File: config.mk
export PLATFORM = sky130hd
export DESIGN_NAME = fe_prefetch_buf
export DESIGN_NICKNAME = d
export VERILOG_FILES = /design/src/rtl/fe_prefetch_buf_pkg.sv /design/src/rtl/fe_prefetch_buf_byte_align.sv /design/src/rtl/fe_prefetch_buf.sv
export SDC_FILE = /design/constraint.sdc
export NUM_CORES = 1
export LEC_CHECK = 0
export BUFFER_PORTS_ARGS = -buffer_cell sky130_fd_sc_hd__buf_2
export CAP_MARGIN = 15
export CORE_MARGIN = 5
export CORE_UTILIZATION = 50
export DETAILED_ROUTE_END_ITERATION = 8
export GPL_ROUTABILITY_DRIVEN = 0
export PLACE_DENSITY = 0.72
export SYNTH_ARGS = -nofsm -noshare
export SYNTH_HDL_FRONTEND = slang
export SYNTH_HIERARCHICAL = 1
export SYNTH_SLANG_ARGS = --single-unit
File: constraint.sdc
create_clock -name clk -period 18.45 [get_ports clk]
set_input_delay 4.6125 -clock clk [delete_from_list [all_inputs] [get_ports clk]]
set_output_delay 4.6125 -clock clk [all_outputs]
set_load 0.05 [all_outputs]
File: src/rtl/fe_prefetch_buf_pkg.sv
// Shared fetch-stage definitions: line geometry, counter sizing and the fetch FSM states.
package fe_prefetch_buf_pkg;

  localparam int LINE_BYTES = 16;
  localparam int LINE_W     = 128;
  localparam int OFF_W      = 4;

  // Back-to-back redirects against a stalled I-cache can leave more than two
  // stale lines outstanding, so the credit counters are wider than the buffer.
  localparam int                CNT_W        = 3;
  localparam logic [CNT_W-1:0] MAX_INFLIGHT = 3'd7;

  typedef enum logic {
    FETCH    = 1'b0,
    EXP_HOLD = 1'b1
  } fe_state_e;

endpackage

File: src/rtl/fe_prefetch_buf_byte_align.sv
// Byte shifter: selects 16 consecutive bytes out of a 32-byte pair starting at byte off.
module fe_byte_align
  import fe_prefetch_buf_pkg::*;
(
  input  logic [2*LINE_W-1:0] data,
  input  logic [OFF_W-1:0]    off,
  output logic [LINE_W-1:0]   bytes
);

  logic [2*LINE_W-1:0] shifted;

  assign shifted = data >> {off, 3'b000};
  assign bytes   = shifted[LINE_W-1:0];

endmodule

File: src/rtl/fe_prefetch_buf.sv
// Fetch prefetch buffer: keeps two 16-byte lines ahead of decode and presents a
// 16-byte window at the current EIP; writeback redirects flush and refetch.
module fe_prefetch_buf
  import fe_prefetch_buf_pkg::*;
#(
  parameter logic [31:0] RESET_EIP = 32'h0000_0000
) (
  input  logic          clk,
  input  logic          rst,
  input  logic          w_wb_redirect,
  input  logic [31:0]   w_wb_redirect_eip,
  output logic          o_ic_req,
  output logic [31:0]   o_ic_addr,
  input  logic          i_ic_ready,
  input  logic          i_ic_rsp_valid,
  input  logic [127:0]  i_ic_rsp_data,
  input  logic          i_ic_rsp_exp,
  output logic          o_fe_valid,
  output logic [127:0]  o_fe_bytes,
  output logic [31:0]   o_fe_eip,
  output logic          o_fe_exp,
  input  logic          i_de_consume,
  input  logic [3:0]    i_de_len
);

  localparam logic [31:0]    RESET_BASE   = {RESET_EIP[31:4], 4'h0};
  localparam logic [CNT_W:0] CREDIT_LINES = 2;

  fe_state_e         state, state_n;
  logic [LINE_W-1:0] line0, line1;
  logic              exp0, exp1;
  logic [1:0]        nlines;
  logic [31:0]       base, req_addr;
  logic [OFF_W-1:0]  off;
  logic [CNT_W-1:0]  inflight, drop;

  logic              accept, consume, pop, rsp_keep, rsp_drop, wr_hi;
  logic [4:0]        sum;
  logic [CNT_W:0]    credit_used;
  logic [CNT_W-1:0]  acc_cnt, rsp_cnt, drop_cnt;
  logic [31:0]       redirect_base;

  // Lines still to arrive after stale responses are discarded count against the buffer.
  assign credit_used = {2'b00, nlines} + {1'b0, inflight} - {1'b0, drop};

  assign o_ic_req  = ~rst & (state == FETCH) & (credit_used < CREDIT_LINES) &
                     (inflight < MAX_INFLIGHT) & ~w_wb_redirect;
  assign o_ic_addr = req_addr;
  assign accept    = o_ic_req & i_ic_ready;

  assign o_fe_valid = (nlines == 2'd2) | ((nlines != 2'd0) & exp0);
  assign o_fe_eip   = base + {28'b0, off};
  assign o_fe_exp   = (nlines != 2'd0) & (exp0 | ((nlines == 2'd2) & exp1));

  assign consume  = o_fe_valid & i_de_consume;
  assign sum      = {1'b0, off} + {1'b0, i_de_len};
  assign pop      = consume & sum[4];
  assign rsp_drop = i_ic_rsp_valid & (drop != '0);
  assign rsp_keep = i_ic_rsp_valid & (drop == '0);
  // A same-cycle pop frees slot 0, so the arriving line lands one slot lower.
  assign wr_hi    = (nlines - {1'b0, pop}) == 2'd1;

  assign acc_cnt       = {{(CNT_W-1){1'b0}}, accept};
  assign rsp_cnt       = {{(CNT_W-1){1'b0}}, i_ic_rsp_valid};
  assign drop_cnt      = {{(CNT_W-1){1'b0}}, rsp_drop};
  assign redirect_base = {w_wb_redirect_eip[31:4], 4'h0};

  fe_byte_align u_align (
    .data  ({line1, line0}),
    .off   (off),
    .bytes (o_fe_bytes)
  );

  always_comb begin
    state_n = state;
    if (w_wb_redirect) begin
      state_n = FETCH;
    end else if ((state == FETCH) && rsp_keep && i_ic_rsp_exp) begin
      state_n = EXP_HOLD;
    end
  end

  always_ff @(posedge clk or posedge rst) begin
    if (rst) begin
      state <= FETCH;
    end else begin
      state <= state_n;
    end
  end

  always_ff @(posedge clk or posedge rst) begin
    if (rst) begin
      nlines   <= '0;
      inflight <= '0;
      drop     <= '0;
      base     <= RESET_BASE;
      req_addr <= RESET_BASE;
      off      <= RESET_EIP[3:0];
    end else if (w_wb_redirect) begin
      // Everything still outstanding after this cycle's response is stale.
      nlines   <= '0;
      inflight <= inflight - rsp_cnt;
      drop     <= inflight - rsp_cnt;
      base     <= redirect_base;
      req_addr <= redirect_base;
      off      <= w_wb_redirect_eip[3:0];
    end else begin
      nlines   <= nlines - {1'b0, pop} + {1'b0, rsp_keep};
      inflight <= inflight + acc_cnt - rsp_cnt;
      drop     <= drop - drop_cnt;
      if (accept) req_addr <= req_addr + 32'd16;
      if (consume) off <= sum[3:0];
      if (pop) base <= base + 32'd16;
    end
  end

  always_ff @(posedge clk) begin
    if (!w_wb_redirect) begin
      if (pop) begin
        line0 <= line1;
        exp0  <= exp1;
      end
      if (rsp_keep && wr_hi) begin
        line1 <= i_ic_rsp_data;
        exp1  <= i_ic_rsp_exp;
      end
      if (rsp_keep && !wr_hi) begin
        line0 <= i_ic_rsp_data;
        exp0  <= i_ic_rsp_exp;
      end
    end
  end

  a_rsp_credit: assert property (@(posedge clk) disable iff (rst)
    i_ic_rsp_valid |-> (inflight != '0))
    else $error("I-cache response with nothing in flight");

  a_len_nonzero: assert property (@(posedge clk) disable iff (rst)
    (o_fe_valid && i_de_consume) |-> (i_de_len != 4'd0))
    else $error("decode consumed a zero-length instruction");

endmodule
==> results of run 1 <==
[metrics by stage]
step	utilization, %	hold slack [ns]	setup slack, ns
finish	57.06	0.5349	7.742
global route	57.05	0.5644	7.541
CTS	57.04	0.5341	7.743
detailed placement	54.39	0.5194	7.733
global placement	54.39	0.4932	7.725
floorplan	-	0.4642	2.103
[worst register-to-register path, stage by stage, from the launching register on]
cell and delay [ns]:
dfrtp_4 0.93, ha_1 0.32, inv_1 0.06, fa_1 0.39
nor2b_1 0.23, o21a_1 0.33, o21ai_0 0.22, inv_1 0.20
ha_1 0.18, xor2_1 0.21, nand2b_1 0.22, nand2_4 0.31
a21oi_4 0.24, buf_4 0.64, buf_4 0.84
[layout make-up]
type                       instances  area (sq um)  area share [%]
antenna                            4         10.01         0.03768
clock buffer                      47          1049           3.947
clock inverter                    23         185.2          0.6971
inverter                          40         150.1          0.5652
multi-input combinational       1229         12910           48.60
sequential                       327          9489           35.72
tap                              607         759.5           2.859
timing repair buffer             385          2012           7.574
[path summary, 6_finish.rpt]
path,from,end,slack (ns),cells past startpoint
max,w_wb_redirect,o_ic_req,7.74,6
max reg2reg,off[0],line0[124],12.62,14
min reg2reg,state,state,0.53,2
max in group asynchronous,rst,off[3],13.43,3
min,state,state,0.53,2
min in group asynchronous,rst,off[1],4.34,3
[cells by family (layout without fill, tap and decap cells)]
group | count (synthesis) | count (layout) | synth area share (%)
multiplexers | 605 | 605 | 39.14
AND/OR/NAND/NOR | 329 | 329 | 6.764
flip-flops | 327 | 327 | 40.33
AO/OA/AOI/OAI | 253 | 253 | 6.977
buffers and inverters | 222 | 495 | 4.868
adder cells (fa/ha/maj) | 23 | 23 | 1.353
XOR/XNOR | 15 | 15 | 0.5592
other | 1 | 8 | 0.01596
[report_power, final]
part | internal (W) | switching, W | leakage [nW]
sequential | 0.000868 | 0.0000804 | 3.15
combinational | 0.000458 | 0.000820 | 6.18
clock | 0.000445 | 0.000315 | 0.608
total | 0.00177 | 0.00122 | 9.94
[Yosys cell counts (11+ instances only)]
| library cell | number | area [sq um] |
|---|---|---|
| mux2_2 | 188 | 2117 |
| buf_4 | 27 | 202.7 |
| nand2_1 | 126 | 473.0 |
| ha_1 | 19 | 237.7 |
| o31a_1 | 11 | 96.34 |
| mux2i_1 | 185 | 1852 |
| edfxtp_1 | 258 | 7747 |
| o211ai_1 | 17 | 127.6 |
| clkbuf_1 | 80 | 300.3 |
| nand3_1 | 30 | 150.1 |
| nor2_1 | 67 | 251.5 |
| nor2b_1 | 11 | 68.82 |
| nand4_1 | 15 | 93.84 |
| buf_1 | 13 | 48.80 |
| buf_6 | 13 | 146.4 |
| and2_1 | 16 | 100.1 |
| inv_1 | 37 | 138.9 |
| o21ai_1 | 31 | 155.2 |
| dfrtp_1 | 69 | 1727 |
| or4_1 | 11 | 82.58 |
| mux4_2 | 232 | 5225 |
| o21ai_0 | 59 | 295.3 |
| buf_2 | 44 | 220.2 |
| a31oi_1 | 29 | 181.4 |
| a21boi_0 | 12 | 90.09 |
| a21oi_1 | 37 | 185.2 |
[state kept, by name, summed over array words and instances, names as in the netlist]
name / flops
base: 28
drop: 3
exp0: 1
exp1: 1
inflight: 3
line0: 128
line1: 128
nlines: 2
o_ic_addr: 28
off: 4
state: 1
[metal layers]
metal | vias up | track usage, %
li1 | 7560 | -
met1 | 8679 | 32.89
met2 | 768 | 40.73
met3 | 116 | 5.800
met4 | 10 | 6.365
met5 | - | 0
==> impl_results.md, run 1 <==
* F_max at 93.39 MHz
* Final Hold Vio Count at 0
* Top_reg_cell synth: edfxtp_1
* Finished Layout Cells at 2,662
* Highest-count cells in the layout ignoring fill and taps: buf_2 (361), edfxtp_1 (258), mux4_2 (232)
* Via density per instance at 6.436
* Crit path launch type: input pin
* Final critical delay including setup and external delays at 10.71 ns
* Drt wl/cell at 24.32 um
* Worst IR drop on VDD at 0.0001059 V
* Arrival time of data at the critical path endpoint at 6.10 ns
* Share of the clock period used by the worst path at 58.04%
* Maximum capacitance violations at 0
* First-pass GRT wire length at 99.63 mm
* Worst-Skew Late Latency at 0.57 ns
* Total clock buffers created by CTS at 39
* Cell Area, Synth at 23,490 sq um
* Chip Height at 226.8 um
* Number of buffers on the longest clock path at 3
* Netlist cell types at 62
* Standard cell with the maximum stage delay on the critical path: nor4_1
* GRT Util Overall at 24.55%
* Proportion of layout cells with a drive suffix above 1 at 43.15%
* CTS HTree Levels at 2
* Post-DP Area at 25,320 sq um
* Family of cells with the greatest summed delay on the critical path: simple AND/OR/NAND/NOR gates
* Count of warnings emitted by yosys at 6
* Layout Nets at 2,216
* Most frequent standard cell in the layout excluding fill and tap cells: buf_2
* Power density over the cells at 112.4 nW/um^2
* TritonCTS clock tree: done
* Yosys reg bits at 327
* Amount of wire on met3 after detailed routing at 5.591 mm
* Std-Cell Rows at 79
* Number of buffers and inverters on the critical path at 3
* Max-slew violation count at 0
* Total I/O pin count at 366
* Setup violations, final at 0
* Met1 wire length at 25.35 mm
* Signed area change from the synthesized netlist to the final layout at 13.08%
* Cts hold-fix bufs at 0
* Library cell appearing most often on the critical path: buf_2
* Post-synthesis average cell area at 13.24 sq um
* Final Routed Wirelength at 64.73 mm
* Maximum number of pins on one net before global-route repair at 158
* Post-CTS sizing at 0
* CP Class: in2out
* Longest individual stage delay on the worst path at 0.34 ns
* Nature of the critical path endpoint: output port
* Clock-pin transition on the worst setup and hold timing paths at 0.05 ns
* Layout filler cell count at 3,782
* Setup Buffers After CTS at 0
* Worst slew pin tran at 1.060 ns
* Placed wire-length estimate at 45.33 mm
* Initial cell density of the core at 50.46%
* Highest signal layer in the routed design: met5
* Cells after Synth at 1,775
* Total via count in the routed design at 17,133
* Number of enable-type register cells in the synthesized netlist at 258
* Setup TNS Final at 0 ns
* Max Fanout on Critical Path at 61
* Unrepaired setup endpoints after global routing: no
* Post-synth ARST share at 21.10%
* Clock Tree Root: clkbuf_16
* Total non-filler cell area in the finished layout at 26,560 sq um
* Total die area at 51,420 sq um
* Via count of the first global-routing pass at 16,855
* Overall Power at 0.002987 W
* Total grt overflow at 0
* Class of the tightest hold or removal check: reg2reg
* Final antenna-violating net count at 0
* Post-Place Cells at 2,588
* Max-Slew Margin vs Limit at 29.32%
* Initial antenna violation count at 10
* Count of input and output buffers at 361
* Routed met2 length at 32.09 mm
* Remaining routing DRC violations at 0
* Portion of the post-synthesis area used by sequential elements at 40.33%
* Starting DRT DRC Count at 1,471
* Worst EP required at 13.84 ns
* Area of the core region at 46,560 sq um
* Setup clock skew after layout at 0.02541 ns
* Sinks on Clock Net at 327
* Die boundary width at 226.8 um
* Cells along the critical path: buf_2, buf_4, nor4_1, nand3_1, nor3_1, buf_2
* Total leakage power at 9.939 nW
* Run status: finished, final reports clean
* Number of iterations in the first detailed-routing pass at 8
No activity file was read; power rests on OpenSTA's default activity.
==> inputs of run 2 (changes only) <==
--- a/config.mk
+++ b/config.mk
@@ -11,7 +11,7 @@
 export CORE_UTILIZATION = 50
 export DETAILED_ROUTE_END_ITERATION = 8
 export GPL_ROUTABILITY_DRIVEN = 0
-export PLACE_DENSITY = 0.72
+export PLACE_DENSITY = 0.74
 export SYNTH_ARGS = -nofsm -noshare
 export SYNTH_HDL_FRONTEND = slang
 export SYNTH_HIERARCHICAL = 1
==> constraint.sdc (replaced) <==
create_clock -name clk -period 9 [get_ports clk]
set_input_delay 2.25 -clock clk [delete_from_list [all_inputs] [get_ports clk]]
set_output_delay 2.25 -clock clk [all_outputs]
set_load 0.05 [all_outputs]
==> impl_results.md, run 2 (same netlist as run 1, synthesis figures left out) <==
* Max Fanout on Critical Path at 74 (+21%)
* Worst-Skew Late Latency at 0.57 ns (about the same)
* Overall Power at 0.006248 W (+110%)
* Area of the core region at 46,560 sq um (unchanged)
* First-pass GRT wire length at 100.8 mm (+1.2%)
* Signed area change from the synthesized netlist to the final layout at 13.62%
* TritonCTS clock tree: done
* Setup Buffers After CTS at 0 (unchanged)
* Cell-internal power at 0.003733 W (+110%)
* Die boundary width at 226.8 um (unchanged)
* Share of the clock period used by the worst path at 70.14%
* Via count of the first global-routing pass at 17,131 (+1.6%)
* Final Hold Vio Count at 0 (unchanged)
* Highest-count cells in the layout ignoring fill and taps: buf_2 (361), edfxtp_1 (258), mux4_2 (232)
* Register Area at 9489 sq um (unchanged)
* Setup clock skew after layout at 0.01934 ns (-0.006071 ns)
* Initial cell density of the core at 50.46% (unchanged)
* Combinational power share at 42.4% (-0.4 points)
* Placed wire-length estimate at 46.67 mm (+3.0%)
* CP Class: reg2out
* Starting DRT DRC Count at 1,657 (+13%)
* Total I/O pin count at 366 (unchanged)
* Total grt overflow at 0 (unchanged)
* Initial antenna violation count at 8 (-2)
* Setup violations, final at 0 (unchanged)
* Area taken by multi-input logic gates at 12,930 sq um (+0.14%)
* Post-CTS sizing at 0 (unchanged)
* Max-slew violation count at 0 (unchanged)
* Highest signal layer in the routed design: met5
* CTS HTree Levels at 2 (unchanged)
* Std-Cell Rows at 79 (unchanged)
* Switching component of the power at 0.002515 W (+110%)
* Clock-pin transition on the worst setup and hold timing paths at 0.06 ns (about the same)
* Number of buffers on the longest clock path at 3 (unchanged)
* Net switching share of the total power at 40.25% (-0.44 points)
* Total via count in the routed design at 17,177 (+0.26%)
* Arrival time of data at the critical path endpoint at 4.06 ns (-2.04 ns)
* Total clock buffers created by CTS at 38 (-2.6%)
* Power density over the cells at 234.1 nW/um^2 (+110%)
* GRT Util Overall at 24.84% (+0.29 points)
* Largest registers ranked by flip-flop count: line0 (128), line1 (128)
* Total die area at 51,420 sq um (unchanged)
* Worst hold slack across all endpoints at 0.5171 ns (-0.01777 ns)
* Total non-filler cell area in the finished layout at 26,690 sq um (+0.49%)
* Worst IR drop on VDD at 0.0002277 V (+120%)
* Final Routed Wirelength at 65.40 mm (+1.0%)
* Unrepaired setup endpoints after global routing: no
* Chip Height at 226.8 um (unchanged)
* F_max at 158.4 MHz
* Remaining routing DRC violations at 0 (unchanged)
* Cts hold-fix bufs at 0 (unchanged)
* Layout filler cell count at 3,722 (-1.6%)
* Setup TNS Final at 0 ns (unchanged)
* Total leakage power at 9.979 nW (+0.40%)
* Layout Nets at 2,214 (-0.090%)
* Routed met2 length at 32.38 mm (+0.93%)
* Amount of wire on met3 after detailed routing at 5.711 mm (+2.1%)
* Clock Tree Root: clkbuf_16
* Via density per instance at 6.462 (+0.41%)
* Sinks on Clock Net at 327 (unchanged)
* Sequential group share of total power at 30.9% (-0.9 points)
* Run status: finished, final reports clean
* Nature of the critical path endpoint: output port
* Final critical delay including setup and external delays at 6.313 ns
* Max-Slew Margin vs Limit at 22.61% (-6.7 points)
* Worst EP required at 6.75 ns (-7.09 ns)
* Drt wl/cell at 24.60 um (+1.2%)
* Count of input and output buffers at 361 (unchanged)
* Final antenna-violating net count at 0 (unchanged)
* Core occupancy in the finished layout at 57.34% (+0.28 points)
* Post-DP Area at 25,360 sq um (+0.14%)
* Worst slew pin tran at 1.156 ns (+0.09565 ns)
* Number of iterations in the first detailed-routing pass at 5 (-3)
* Maximum number of pins on one net before global-route repair at 158 (unchanged)
* Power share of the clock group at 26.8% (+1.4 points)
* Proportion of layout cells with a drive suffix above 1 at 43.34% (+0.19 points)
* Class of the tightest hold or removal check: reg2reg
* Crit path launch type: register
* Most frequent standard cell in the layout excluding fill and tap cells: buf_2
* Met1 wire length at 25.50 mm (+0.58%)
* Maximum capacitance violations at 0 (unchanged)
[run 2: metrics by stage]
step | instances | setup WS, ns
floorplan | 1778 | 0.4206
global placement | 2587 | 2.220
detailed placement | 2587 | 2.080
CTS | 2656 | 2.645
global route | 2658 | 2.344
finish | 2658 | 2.687
[run 2: area by class of cell]
cell class	count	share of cell area, %
multi-input cells	1229	48.43
flip-flops and latches	327	35.55
repair buffers	384	7.603
clock buffers	42	3.619
well taps	607	2.845
clock inverters	27	1.373
inverters	40	0.5625
diodes	2	0.01875
[run 2: critical path, cell delays in order, from the launching register on]
cell and delay (ns):
dfrtp_4 0.73, buf_4 0.69, buf_4 0.81, mux4_2 0.64
a21oi_1 0.22, buf_2 0.30
[run 2: final timing paths]
check / start / to / slack [ns] / cells after the start
worst min register to register: o_ic_addr[23] / o_ic_addr[23] / 0.52 / 1
min in group asynchronous: rst / nlines[0] / 1.58 / 2
worst max register to register: off[0] / line0[85] / 3.69 / 13
worst min-delay path: o_ic_addr[23] / o_ic_addr[23] / 0.52 / 1
max in group asynchronous: rst / off[1] / 6.24 / 3
worst max-delay path: off[0] / o_fe_bytes[95] / 2.69 / 5
[run 2: power groups by stage]
| stage | Clock, W | Combinational (W) | Sequential (W) |
|---|---|---|---|
| 2_1_floorplan | 0 | 0.00206 | 0.00196 |
| 3_3_place_gp | 0 | 0.00260 | 0.00195 |
| 3_5_place_dp | 0 | 0.00265 | 0.00196 |
| 4_1_cts | 0.00171 | 0.00266 | 0.00193 |
| 5_1_grt | 0.00176 | 0.00281 | 0.00195 |
| 6_report | 0.00167 | 0.00265 | 0.00193 |
[run 2: per-layer routing]
layer / up-vias / global-route usage [%]
met5: - / 0
met4: 12 / 6.482
met3: 117 / 6.020
met2: 756 / 41.64
met1: 8720 / 32.78
li1: 7572 / -
==> inputs of run 3 (changes only) <==
==> constraint.sdc (replaced) <==
create_clock -name clk -period 5.8 [get_ports clk]
set_input_delay 1.45 -clock clk [delete_from_list [all_inputs] [get_ports clk]]
set_output_delay 1.45 -clock clk [all_outputs]
set_load 0.05 [all_outputs]
==> impl_results.md, run 3 (same netlist as run 1, synthesis figures left out) <==
* CTS HTree Levels at 2 (unchanged)
* Post-CTS sizing at 0 (unchanged)
* Post-Place Cells at 2,600 (+0.50%)
* F_max at 204.6 MHz
* Total grt overflow at 0 (unchanged)
* Max-slew violation count at 0 (unchanged)
* Sinks on Clock Net at 327 (unchanged)
* Count of input and output buffers at 361 (unchanged)
* Placed wire-length estimate at 47.19 mm (+1.1%)
* Setup Buffers After CTS at 0 (unchanged)
* TritonCTS clock tree: done
* Final antenna-violating net count at 0 (unchanged)
* Standard cell with the maximum stage delay on the critical path: dfrtp_4
* CP Class: reg2out
* Total via count in the routed design at 17,471 (+1.7%)
* Total I/O pin count at 366 (unchanged)
* Worst setup path start: off[2]
* Total leakage power at 10.04 nW (+0.65%)
* Std-Cell Rows at 79 (unchanged)
* Final Hold Vio Count at 0 (unchanged)
* Final Routed Wirelength at 65.27 mm (-0.20%)
* Core occupancy in the finished layout at 57.67% (+0.34 points)
* Via density per instance at 6.534 (+1.1%)
* Area of the core region at 46,560 sq um (unchanged)
* Post-DP Area at 25,610 sq um (+1.0%)
* Number of iterations in the first detailed-routing pass at 6 (+1)
* Signed area change from the synthesized netlist to the final layout at 14.30%
* Clock-pin transition on the worst setup and hold timing paths at 0.06 ns (about the same)
* Run status: finished, final reports clean
* Longest individual stage delay on the worst path at 1.01 ns (+0.20 ns)
* Cts hold-fix bufs at 0 (unchanged)
* Worst slew pin tran at 1.108 ns (-0.04768 ns)
* Maximum capacitance violations at 0 (unchanged)
* Worst-Skew Late Latency at 0.56 ns (about the same)
* Final critical delay including setup and external delays at 4.889 ns
* Max-Slew Margin vs Limit at 25.44% (+2.8 points)
* Total die area at 51,420 sq um (unchanged)
* Worst IR drop on VDD at 0.0002744 V (+21%)
* Worst hold slack across all endpoints at 0.5246 ns (+0.007435 ns)
* Nature of the critical path endpoint: output port
* Via count of the first global-routing pass at 17,412 (+1.6%)
* Setup TNS Final at 0 ns (unchanged)
* Starting DRT DRC Count at 1,646 (-0.66%)
* Maximum number of pins on one net before global-route repair at 130 (-18%)
* Chip Height at 226.8 um (unchanged)
* Worst EP required at 4.35 ns (-2.40 ns)
* Setup violations, final at 0 (unchanged)
* Worst Hold Depth at 2 (+1)
* Layout filler cell count at 3,730 (+0.21%)
* Total non-filler cell area in the finished layout at 26,850 sq um (+0.59%)
* Worst-case reg-to-reg path depth at 15 (+2)
* Layout Nets at 2,226 (+0.54%)
* Total clock buffers created by CTS at 37 (-2.6%)
* Cells along the critical path: buf_12, mux4_2, mux2i_1, a21oi_1, buf_2
* Drt wl/cell at 24.41 um (-0.79%)
* Highest-count cells in the layout ignoring fill and taps: buf_2 (361), edfxtp_1 (258), mux4_2 (232)
* First-pass GRT wire length at 99.72 mm (-1.1%)
* Class of the tightest hold or removal check: reg2reg
* Largest registers ranked by flip-flop count: line0 (128), line1 (128)
* Initial antenna violation count at 15 (+7)
* Launch instance of the worst register-to-register path: nlines[1]
* Unrepaired setup endpoints after global routing: no
* Number of buffers on the longest clock path at 3 (unchanged)
* Arrival time of data at the critical path endpoint at 3.44 ns (-0.62 ns)
* Crit path launch type: register
* Setup clock skew after layout at 0.02281 ns (+0.003470 ns)
* Share of the clock period used by the worst path at 84.29%
* Finished Layout Cells at 2,674 (+0.60%)
* Startpoint of the worst hold path: state
* Die boundary width at 226.8 um (unchanged)
* Power density over the cells at 354.9 nW/um^2 (+52%)
* Remaining routing DRC violations at 0 (unchanged)
* Clock Tree Root: clkbuf_16
* Proportion of layout cells with a drive suffix above 1 at 44.15% (+0.82 points)
* Max Fanout on Critical Path at 83 (+12%)
* Most frequent standard cell in the layout excluding fill and tap cells: buf_2
* GRT Util Overall at 24.58% (-0.26 points)
* Initial cell density of the core at 50.46% (unchanged)
-- run 3: final cells by class --
cell class	count	area, sq um	share of cell area (%)
well taps	607	759.5	2.829
inverters	40	151.4	0.5638
multi-input cells	1229	12990	48.36
repair buffers	397	2227	8.295
diodes	6	15.01	0.05592
clock inverters	28	286.5	1.067
clock buffers	40	937.1	3.490
flip-flops and latches	327	9489	35.34
-- run 3: worst paths after layout --
kind                                        to  slack, ns
worst max-delay path            o_fe_bytes[48]       0.91
worst min-delay path                     state       0.52
worst max register to register     inflight[2]       1.50
worst min register to register           state       0.52
max in group asynchronous        o_ic_addr[20]       3.84
min in group asynchronous              base[9]       0.94
-- run 3: metal layers --
metal / vias to the layer above / wire length (um) / track usage, %
met5: - / 134 / 0
met4: 18 / 2578 / 9.858
met3: 151 / 5919 / 5.580
met2: 883 / 31940 / 39.66
met1: 8821 / 24690 / 32.55
li1: 7598 / - / -
-- run 3: metrics by stage --
stage               setup WS [ns]  total power (W)
floorplan                 -0.7705         0.006256
detailed placement          1.239         0.007170
finish                     0.9115         0.009528
global placement            1.358         0.007082
global route               0.7311         0.009946
CTS                        0.8824         0.009586
-- run 3: worst max-delay path: cells and delay by family, from the launching register on --
kind,cells,cell delay (ns)
compound gates,1,0.14
buf+inv,2,0.72
flops,1,1.01
mux,2,0.95
-- run 3: power by group --
group,leakage [nW],total [W],internal [W],switching [W]
clock network,0.600,0.00239,0.00140,0.000987
logic,6.29,0.00414,0.00150,0.00264
registers,3.15,0.00300,0.00276,0.000244
